[src/rtl/acc_demo_flag_rx_drv_pkg.sv]
// Shared definitions for the acc-demo/scan sync-word serial link.
// The transmitter imports the same sync word constants.
package acc_demo_flag_rx_drv_pkg;

    localparam logic [15:0] SYNC_ACC_FLAG_HIGH   = 16'hACC1;
    localparam logic [15:0] SYNC_ACC_FLAG_LOW    = 16'hACC0;
    localparam logic [15:0] SYNC_WORD_SCAN_BEGIN = 16'h5A51;
    localparam logic [15:0] SYNC_WORD_SCAN_TEST  = 16'h5A53;
    localparam logic [15:0] SYNC_WORD_SCAN_END   = 16'h5A50;

    typedef enum logic [1:0] {
        RX_HUNT,
        RX_IDLE,
        RX_SHIFT
    } rx_state_e;

endpackage

[src/rtl/acc_demo_flag_rx_drv_serial_rx.sv]
// Oversampling serial receiver: synchronizers, SCLK rising-edge detect,
// HUNT/IDLE/SHIFT framing FSM and the MSB-group-first deserializer.
module acc_demo_flag_rx_drv_serial_rx #(
    parameter int DATA_WIDTH   = 16,
    parameter int SERIAL_MODE  = 1,
    parameter int IDLE_TIMEOUT = 64
) (
    input  logic                   clk_i,
    input  logic                   rst_i,
    input  logic                   sclk_i,
    input  logic [SERIAL_MODE-1:0] sdata_i,
    output logic [DATA_WIDTH-1:0]  word_o,
    output logic                   word_valid_o,
    output logic                   frame_err_o
);
    import acc_demo_flag_rx_drv_pkg::*;

    localparam int GROUPS = DATA_WIDTH / SERIAL_MODE;
    localparam int CNT_W  = $clog2(GROUPS + 1);
    localparam int TO_W   = $clog2(IDLE_TIMEOUT + 1);

    logic [2:0]             sclk_sync_q, sclk_sync_d;
    logic [SERIAL_MODE-1:0] sdata_s1_q, sdata_s1_d;
    logic [SERIAL_MODE-1:0] sdata_s2_q, sdata_s2_d;
    rx_state_e              state_q, state_d;
    logic [DATA_WIDTH-1:0]  shift_q, shift_d;
    logic [CNT_W-1:0]       edge_cnt_q, edge_cnt_d;
    logic [TO_W-1:0]        idle_cnt_q, idle_cnt_d;
    logic [DATA_WIDTH-1:0]  word_q, word_d;
    logic                   word_valid_q, word_valid_d;
    logic                   frame_err_q, frame_err_d;

    logic                   rise;
    logic                   timeout;
    logic [DATA_WIDTH-1:0]  shift_next;

    assign rise       = sclk_sync_q[1] & ~sclk_sync_q[2];
    // An edge arriving on the last count wins over the timeout.
    assign timeout    = (idle_cnt_q == TO_W'(IDLE_TIMEOUT - 1)) && !rise;
    assign shift_next = {shift_q[DATA_WIDTH-SERIAL_MODE-1:0], sdata_s2_q};

    always_comb begin
        sclk_sync_d  = {sclk_sync_q[1:0], sclk_i};
        sdata_s1_d   = sdata_i;
        sdata_s2_d   = sdata_s1_q;
        state_d      = state_q;
        shift_d      = shift_q;
        edge_cnt_d   = edge_cnt_q;
        idle_cnt_d   = rise ? '0 : idle_cnt_q + TO_W'(1);
        word_d       = word_q;
        word_valid_d = 1'b0;
        frame_err_d  = 1'b0;

        case (state_q)
            RX_HUNT: begin
                if (timeout) begin
                    state_d    = RX_IDLE;
                    idle_cnt_d = '0;
                end
            end
            RX_IDLE: begin
                idle_cnt_d = '0;
                if (rise) begin
                    shift_d    = shift_next;
                    edge_cnt_d = CNT_W'(1);
                    state_d    = RX_SHIFT;
                end
            end
            RX_SHIFT: begin
                if (rise) begin
                    shift_d = shift_next;
                    if (edge_cnt_q == CNT_W'(GROUPS - 1)) begin
                        word_d       = shift_next;
                        word_valid_d = 1'b1;
                        edge_cnt_d   = '0;
                        state_d      = RX_IDLE;
                    end else begin
                        edge_cnt_d = edge_cnt_q + CNT_W'(1);
                    end
                end else if (timeout) begin
                    frame_err_d = 1'b1;
                    shift_d     = '0;
                    edge_cnt_d  = '0;
                    idle_cnt_d  = '0;
                    state_d     = RX_IDLE;
                end
            end
            default: state_d = RX_HUNT;
        endcase
    end

    always_ff @(posedge clk_i) begin
        if (rst_i) begin
            sclk_sync_q  <= '0;
            sdata_s1_q   <= '0;
            sdata_s2_q   <= '0;
            state_q      <= RX_HUNT;
            shift_q      <= '0;
            edge_cnt_q   <= '0;
            idle_cnt_q   <= '0;
            word_q       <= '0;
            word_valid_q <= 1'b0;
            frame_err_q  <= 1'b0;
        end else begin
            sclk_sync_q  <= sclk_sync_d;
            sdata_s1_q   <= sdata_s1_d;
            sdata_s2_q   <= sdata_s2_d;
            state_q      <= state_d;
            shift_q      <= shift_d;
            edge_cnt_q   <= edge_cnt_d;
            idle_cnt_q   <= idle_cnt_d;
            word_q       <= word_d;
            word_valid_q <= word_valid_d;
            frame_err_q  <= frame_err_d;
        end
    end

    assign word_o       = word_q;
    assign word_valid_o = word_valid_q;
    assign frame_err_o  = frame_err_q;

endmodule

[src/rtl/acc_demo_flag_rx_drv.sv]
// Sync-word receiver top: decodes acc-demo flag and PMT scan levels.
// Define ACC_DEMO_RX_ERR_CNT_EN to add the saturating err_cnt_o counter.
module acc_demo_flag_rx_drv #(
    parameter int DATA_WIDTH   = 16,
    parameter int SERIAL_MODE  = 1,
    parameter int IDLE_TIMEOUT = 64
) (
    input  logic                   clk_i,
    input  logic                   rst_i,
    input  logic                   SPI_MCLK,
    input  logic [SERIAL_MODE-1:0] SPI_MOSI,
    output logic                   rx_valid_o,
    output logic [DATA_WIDTH-1:0]  rx_data_o,
    output logic                   acc_demo_flag_o,
    output logic                   pmt_start_en_o,
    output logic                   pmt_start_test_en_o,
    output logic                   unknown_word_o,
    output logic                   frame_err_o
`ifdef ACC_DEMO_RX_ERR_CNT_EN
    ,
    output logic [15:0]            err_cnt_o
`endif
);
    import acc_demo_flag_rx_drv_pkg::*;

    logic [DATA_WIDTH-1:0] word;
    logic                  word_valid;
    logic                  word_frame_err;

    acc_demo_flag_rx_drv_serial_rx #(
        .DATA_WIDTH  (DATA_WIDTH),
        .SERIAL_MODE (SERIAL_MODE),
        .IDLE_TIMEOUT(IDLE_TIMEOUT)
    ) u_serial_rx (
        .clk_i       (clk_i),
        .rst_i       (rst_i),
        .sclk_i      (SPI_MCLK),
        .sdata_i     (SPI_MOSI),
        .word_o      (word),
        .word_valid_o(word_valid),
        .frame_err_o (word_frame_err)
    );

    logic                  rx_valid_q, rx_valid_d;
    logic [DATA_WIDTH-1:0] rx_data_q, rx_data_d;
    logic                  acc_q, acc_d;
    logic                  en_q, en_d;
    logic                  tst_q, tst_d;
    logic                  unknown_q, unknown_d;
    logic                  frame_err_q, frame_err_d;

    // Each word only touches its own field group; everything else holds.
    always_comb begin
        rx_valid_d  = word_valid;
        rx_data_d   = rx_data_q;
        acc_d       = acc_q;
        en_d        = en_q;
        tst_d       = tst_q;
        unknown_d   = 1'b0;
        frame_err_d = word_frame_err;
        if (word_valid) begin
            rx_data_d = word;
            case (word)
                DATA_WIDTH'(SYNC_ACC_FLAG_HIGH):   acc_d = 1'b1;
                DATA_WIDTH'(SYNC_ACC_FLAG_LOW):    acc_d = 1'b0;
                DATA_WIDTH'(SYNC_WORD_SCAN_BEGIN): begin en_d = 1'b1; tst_d = 1'b0; end
                DATA_WIDTH'(SYNC_WORD_SCAN_TEST):  begin en_d = 1'b1; tst_d = 1'b1; end
                DATA_WIDTH'(SYNC_WORD_SCAN_END):   begin en_d = 1'b0; tst_d = 1'b0; end
                default:                           unknown_d = 1'b1;
            endcase
        end
    end

    always_ff @(posedge clk_i) begin
        if (rst_i) begin
            rx_valid_q  <= 1'b0;
            rx_data_q   <= '0;
            acc_q       <= 1'b0;
            en_q        <= 1'b0;
            tst_q       <= 1'b0;
            unknown_q   <= 1'b0;
            frame_err_q <= 1'b0;
        end else begin
            rx_valid_q  <= rx_valid_d;
            rx_data_q   <= rx_data_d;
            acc_q       <= acc_d;
            en_q        <= en_d;
            tst_q       <= tst_d;
            unknown_q   <= unknown_d;
            frame_err_q <= frame_err_d;
        end
    end

    assign rx_valid_o          = rx_valid_q;
    assign rx_data_o           = rx_data_q;
    assign acc_demo_flag_o     = acc_q;
    assign pmt_start_en_o      = en_q;
    assign pmt_start_test_en_o = tst_q;
    assign unknown_word_o      = unknown_q;
    assign frame_err_o         = frame_err_q;

`ifdef ACC_DEMO_RX_ERR_CNT_EN
    logic [15:0] err_cnt_q, err_cnt_d;

    // unknown and frame errors are mutually exclusive, so +1 is enough.
    always_comb begin
        err_cnt_d = err_cnt_q;
        if ((unknown_d || frame_err_d) && (err_cnt_q != 16'hFFFF))
            err_cnt_d = err_cnt_q + 16'd1;
    end

    always_ff @(posedge clk_i) begin
        if (rst_i) err_cnt_q <= '0;
        else       err_cnt_q <= err_cnt_d;
    end

    assign err_cnt_o = err_cnt_q;
`endif

endmodule

[config.mk]
export PLATFORM = sky130hd
export DESIGN_NAME = acc_demo_flag_rx_drv
export DESIGN_NICKNAME = d
export VERILOG_FILES = /design/src/rtl/acc_demo_flag_rx_drv_pkg.sv /design/src/rtl/acc_demo_flag_rx_drv_serial_rx.sv /design/src/rtl/acc_demo_flag_rx_drv.sv
export SDC_FILE = /design/constraint.sdc
export NUM_CORES = 1
export LEC_CHECK = 0
export ABC_AREA = 1
export ABC_CLOCK_PERIOD_IN_PS = 1600
export BUFFER_PORTS_ARGS = -buffer_cell sky130_fd_sc_hd__buf_2
export CAP_MARGIN = 10
export CORE_UTILIZATION = 40
export CTS_CLUSTER_SIZE = 8
export DETAILED_ROUTE_END_ITERATION = 10
export GPL_ROUTABILITY_DRIVEN = 0
export SETUP_SLACK_MARGIN = 0.3
export SYNTH_ARGS = -nofsm -noshare
export SYNTH_HDL_FRONTEND = slang
export SYNTH_HIERARCHICAL = 1
export SYNTH_SLANG_ARGS = --single-unit
[constraint.sdc]
create_clock -name clk_i -period 1.6 [get_ports clk_i]
set_input_delay 0.08 -clock clk_i [delete_from_list [all_inputs] [get_ports clk_i]]
set_output_delay 0.08 -clock clk_i [all_outputs]
set_load 0.02 [all_outputs]
Word level (Yosys, flattened, before mapping) --
Cells that the tools add are included.
Cells by class: bitwise logic cells 5, $mul 0, divide/modulo/power cells 0, mux-type cells 24, eq/ne operators 12, order comparisons 0, reduce and logical (&&, ||, !) cells 19, shift operators 0, $add $sub $neg 2
Operators by type and width (number):
- equality test 16 x 15 -> 1 bit, second input constant | 3
- 2-to-1 mux 15 bit | 3
- equality test 16 bit, second input constant | 2
- case mux 15 bit (2 select lines) | 1
- 2-to-1 mux 7 bit | 3
- case mux 7 bit (3 select lines) | 1
- 2-to-1 mux 5 bit | 4
- case mux 5 bit (2 select lines) | 1
- 2-to-1 mux 2 bit | 4
- AND reduction 2 bit | 4
- nonzero test 2 bit | 4
- adder 7 x 1 -> 7 bit, second input constant | 1
- equality test 7 x 6 -> 1 bit, second input constant | 1
- case mux 1 bit (2 select lines) | 3
- case mux 2 bit (3 select lines) | 1
- AND reduction 3 bit | 2
- OR reduction 2 bit | 3
- OR reduction 3 bit | 2
- adder 5 x 1 -> 5 bit, second input constant | 1
- equality test 5 x 4 -> 1 bit, second input constant | 1
- OR reduction 5 bit | 1
- inverter 1 bit | 4
- 2-to-1 mux 1 bit | 3
- inequality test 3 x 1 -> 1 bit, second input constant | 1
- other kinds (8) | 8
Word-level totals: bits in writable memories 0, memory bits (read-only) 0, memories kept 0, logic and storage cells 79, flip-flop bits (word level) 74, input bits 4, latch bits 0

Depth between registers and ports, before layout --
depth in word-level cells 7, mapped depth 9, mapped depth without buffers 9

Modules after synthesis --
Netlist, hierarchy kept.
By module, submodules not included:
- acc_demo_flag_rx_drv_serial_rx | instances 1, sequential area each 1041.0 µm², cells each 293, area each 2233.4 µm²
- acc_demo_flag_rx_drv | instances 1, sequential area each 440.4 µm², cells each 129, area each 904.6 µm²

Worst setup path after synthesis --
OpenSTA, ideal clock, no wires.
path type flip-flop to flip-flop, start register u_serial_rx.idle_cnt_q[0], end register u_serial_rx.edge_cnt_q[1], path slack 0.308 ns, cell stages (with the launch flop) 10, buffers on the path 1, clock period less this slack 1.292 ns, arrival time 1.228 ns, library setup time 0.064 ns, data required time 1.536 ns, cell sequence dfxtp_1 -> ha_1 -> nand3_2 -> inv_2 -> nand3_1 -> nand2_1 -> nor2_4 -> buf_6 -> nor2_1 -> nor2_1
Between the ends: cells in the longest elaborated chain, start to end 4
RTL lines:
- start: declaration | line acc_demo_flag_rx_drv_serial_rx.sv:28 | logic [TO_W-1:0] idle_cnt_q, idle_cnt_d;
- start signal: assignment | line acc_demo_flag_rx_drv_serial_rx.sv:111 | idle_cnt_q <= idle_cnt_d;
- equality test 7 x 6 -> 1 bit | line acc_demo_flag_rx_drv_serial_rx.sv:39 | assign timeout = (idle_cnt_q == TO_W'(IDLE_TIMEOUT - 1)) && !rise;
- logical AND 1 bit | line acc_demo_flag_rx_drv_serial_rx.sv:39
- inequality test 3 x 1 -> 1 bit (no line)
- AND reduction 3 bit (no line)
- end signal: assignment | line acc_demo_flag_rx_drv_serial_rx.sv:110 | edge_cnt_q <= edge_cnt_d;
- end: declaration | line acc_demo_flag_rx_drv_serial_rx.sv:27 | logic [CNT_W-1:0] edge_cnt_q, edge_cnt_d;
Every way passes these cells. A chain may end at the register's enable or synchronous reset.

Final worst setup path --
start register u_serial_rx.sclk_sync_q[1], end register u_serial_rx.word_q[11] (netlist: u_serial_rx/word_o[11])
Between the ends: cells in the longest elaborated chain, start to end 2
RTL lines:
- start: declaration | line acc_demo_flag_rx_drv_serial_rx.sv:22 | logic [2:0] sclk_sync_q, sclk_sync_d;
- start signal: assignment | line acc_demo_flag_rx_drv_serial_rx.sv:105 | sclk_sync_q <= sclk_sync_d;
- AND 1 bit | line acc_demo_flag_rx_drv_serial_rx.sv:37 | assign rise = sclk_sync_q[1] & ~sclk_sync_q[2];
- AND reduction 3 bit (no line)
- end signal: assignment | line acc_demo_flag_rx_drv_serial_rx.sv:112 | word_q <= word_d;
- end: declaration | line acc_demo_flag_rx_drv_serial_rx.sv:29 | logic [DATA_WIDTH-1:0] word_q, word_d;
Every way passes these cells.

==> flow_summary.yaml <==
run:
  cap_viol_max_count: 0
power:
  powerDensity_nw_per_um2: 854
  report.power.total_mw: 3.53
  p_leak_nw: 1.90
  irDropWorstVdd_mv: 0.573
clocking:
  clk_latency_ns: 0.35
  cts.sinks: 74
  cts_tree: "built"
  cts_buffers: 9
  cts_root_buffer: "clkbuf_8"
  clockBufferDepth: 2
  cts_max_level: 3
  clk_pin_slew_worst_paths_ns: 0.08
synthesis:
  yosys_warnings: 6
  synth_edf_count: 0
  synthTopCellsByArea: "dfxtp_1, nor2_1, nand2_1"
  netlist.top_cell.by_area: "dfxtp_1"
  ys_seq_area_frac: 0.472
  synth_cells: 422
  syn_area_um2: 3140
  syn-num-nets: 428
  synth.distinct_cells: 28
  yosysMostFrequentCell: "nor2_1"
  postSynth.asyncResetShare: 0
  netlist_top_cells_count: "nor2_1, dfxtp_1, nand2_1, inv_1, a21oi_1"
  ys_ff_latch: 74
  yosys_most_used_dff: "dfxtp_1"
  netlist.area_leader.share: 0.472
  syn_avg_cell_area_um2: 7.44
critical_path:
  worstSetupPathType: "reg -> reg"
  crit_start: "u_serial_rx/sclk_sync_q[1]$_SDFF_PP0_"
  critPathLaunchType: "register"
  required_ns: 1.84
  endpoint_kind: "register"
  path_max_fanout: 8
  timing.rr.start: "u_serial_rx/sclk_sync_q[1]$_SDFF_PP0_"
  cp.arrival_ns: 1.55
grt:
  grt_pass1_vias: 2587
  antenna_found_initial: 0
  grt_usage: 0.177
  grt_first_pass_wirelength_um: 11800
  grt_max_degree: 21
  grt_overflow: 0
sta:
  fmax_mhz: 762
  timing.max_slew.rel_slack: 0.610
  worst_pin_slew_ns: 0.584
  post-route-min-period_ns: 1.31
  rsz0062_at_grt: "true"
  fin_skew_ns: 0.00852
  hold_viol: 0
  final.setup.worst_slack_ns: 0.287
  final_max_slew_viol_count: 0
  setup-violations-final: 0
  min_period_over_period: 0.821
  tns_ns: 0
final_layout:
  multi_input_comb_area_um2: 1500
  n_antenna_cell: 0
  instances_no_fill: 582
  nets: 484
  syn_to_final_growth_pct: 31.9
  fillerInstances: 679
  drive_above_1_share: 0.300
  regArea_um2: 1500
place:
  io_buffers: 25
  dp_slack_ns: 0.140
  dp_hpwl_um: 4220
  placedCellCount: 536
floorplan:
  start_util: 0.424
  io_pins: 26
  core_um2: 7410
  dieArea_um2: 8200
  die_y_um: 90.6
  dieWidth_um: 90.6
  fp-row-count: 31
status:
  status: "complete, no violations"
detailed_routing:
  drc_errors: 0
  routed_via_density: 4.87
  finalWirelength_um: 7230
  vias: 2837
  wl_per_cell_um: 12.4
  drtAntennaViolNets: 0
  first_pass_iters: 4
  drt_iter0_drc: 91
min_path:
  min_from: "rst_i"
  min_path_type: "in -> reg"
==> sequential cells by signal, indices dropped and copies added, names as in the netlist, 2 cells and up <==
| register | flops |
|---|---|
| u_serial_rx/shift_q | 15 |
| u_serial_rx/word_o | 16 |
| u_serial_rx/edge_cnt_q | 5 |
| u_serial_rx/idle_cnt_q | 7 |
| u_serial_rx/sclk_sync_q | 3 |
| u_serial_rx/state_q | 2 |
| rx_data_o | 16 |
==> worst max-delay path, cell delays in order, from the launching register on <==
cell and delay [ns]:
dfxtp_2 0.32, inv_2 0.04, nor2_4 0.13, nand2_4 0.10
nor2_4 0.16, buf_12 0.12, buf_12 0.10, clkbuf_16 0.15
a21oi_1 0.07
==> power by group <==
| part | switching [mW] | leakage [nW] | internal [mW] |
|---|---|---|---|
| clock | 0.696 | 0.107 | 0.884 |
| sequential | 0.00921 | 0.603 | 1.85 |
| combinational | 0.0529 | 1.19 | 0.0410 |
| total | 0.759 | 1.90 | 2.78 |
==> cells in the final DEF (no fill, tap or decap), types with 5 or more instances in the layout <==
cell	netlist	final
buf_12	0	5
nor2_4	4	7
buf_2	6	25
o21ai_0	20	18
buf_4	1	23
buf_6	7	5
dfxtp_1	74	62
inv_2	5	5
nand2_1	51	48
nor2_2	4	12
a21oi_2	0	11
a21oi_1	31	19
o21ai_1	14	10
clkbuf_8	0	9
nor2_1	99	88
o21ai_2	0	5
nand4_1	24	24
nand3_1	9	8
inv_1	50	48
dfxtp_2	0	11
==> cells by family (layout without fill, tap and decap cells) <==
kind of cell             count (synthesis)  in the layout  synth area share
flip-flops                              74             74             0.472
AO/OA/AOI/OAI                           65             65             0.104
adder cells (fa/ha/maj)                  2              2           0.00797
XOR/XNOR                                 4              4            0.0112
buffers and inverters                   75            136             0.110
AND/OR/NAND/NOR                        202            202             0.295
==> stage by stage <==
stage          cell area [um^2]  hold WS [ns]  utilization
2_1_floorplan              3140         0.151            -
3_3_place_gp               3330         0.282        0.450
3_5_place_dp               3330         0.292        0.450
4_1_cts                    3880       0.00253        0.524
5_1_grt                    4140       0.00803        0.559
6_report                   4140        0.0210        0.559
==> what timing repair did <==
| item | in CTS | in global routing |
|---|---|---|
| hold endpoints to repair | 3 | 0 |
| pin swaps | 10 | 37 |
| buffers inserted | 19 | 4 |
| resized for setup | 18 | 54 |
| cloned | 2 | 2 |
| setup endpoints to repair | 44 | 46 |
| hold buffers | 3 | 0 |
==> final cells by class <==
cell class,count,share of cell area
clock inverters,6,0.0218
flip-flops and latches,74,0.362
inverters,55,0.0511
multi-input cells,273,0.362
well taps,99,0.0299
repair buffers,65,0.142
clock buffers,10,0.0308
==> path summary, 6_finish.rpt <==
kind                                              end  slack, ns  cells after the start
hold / removal    u_serial_rx/word_valid_o$_SDFF_PP0_       0.02                      2
hold reg to reg     u_serial_rx/sdata_s2_q$_SDFF_PP0_       0.40                      2
setup reg to reg  u_serial_rx/word_o[11]$_SDFFE_PP0P_       0.29                      8
setup / recovery  u_serial_rx/word_o[11]$_SDFFE_PP0P_       0.29                      8
==> metal layers <==
metal,share of wire,up-vias,GRT usage
met5,0,-,0
met4,0.011,0,0.0511
met3,0.047,9,0.0589
met2,0.49,60,0.297
met1,0.45,1316,0.216
li1,-,1452,-
No activity file was read; power rests on OpenSTA's default activity.
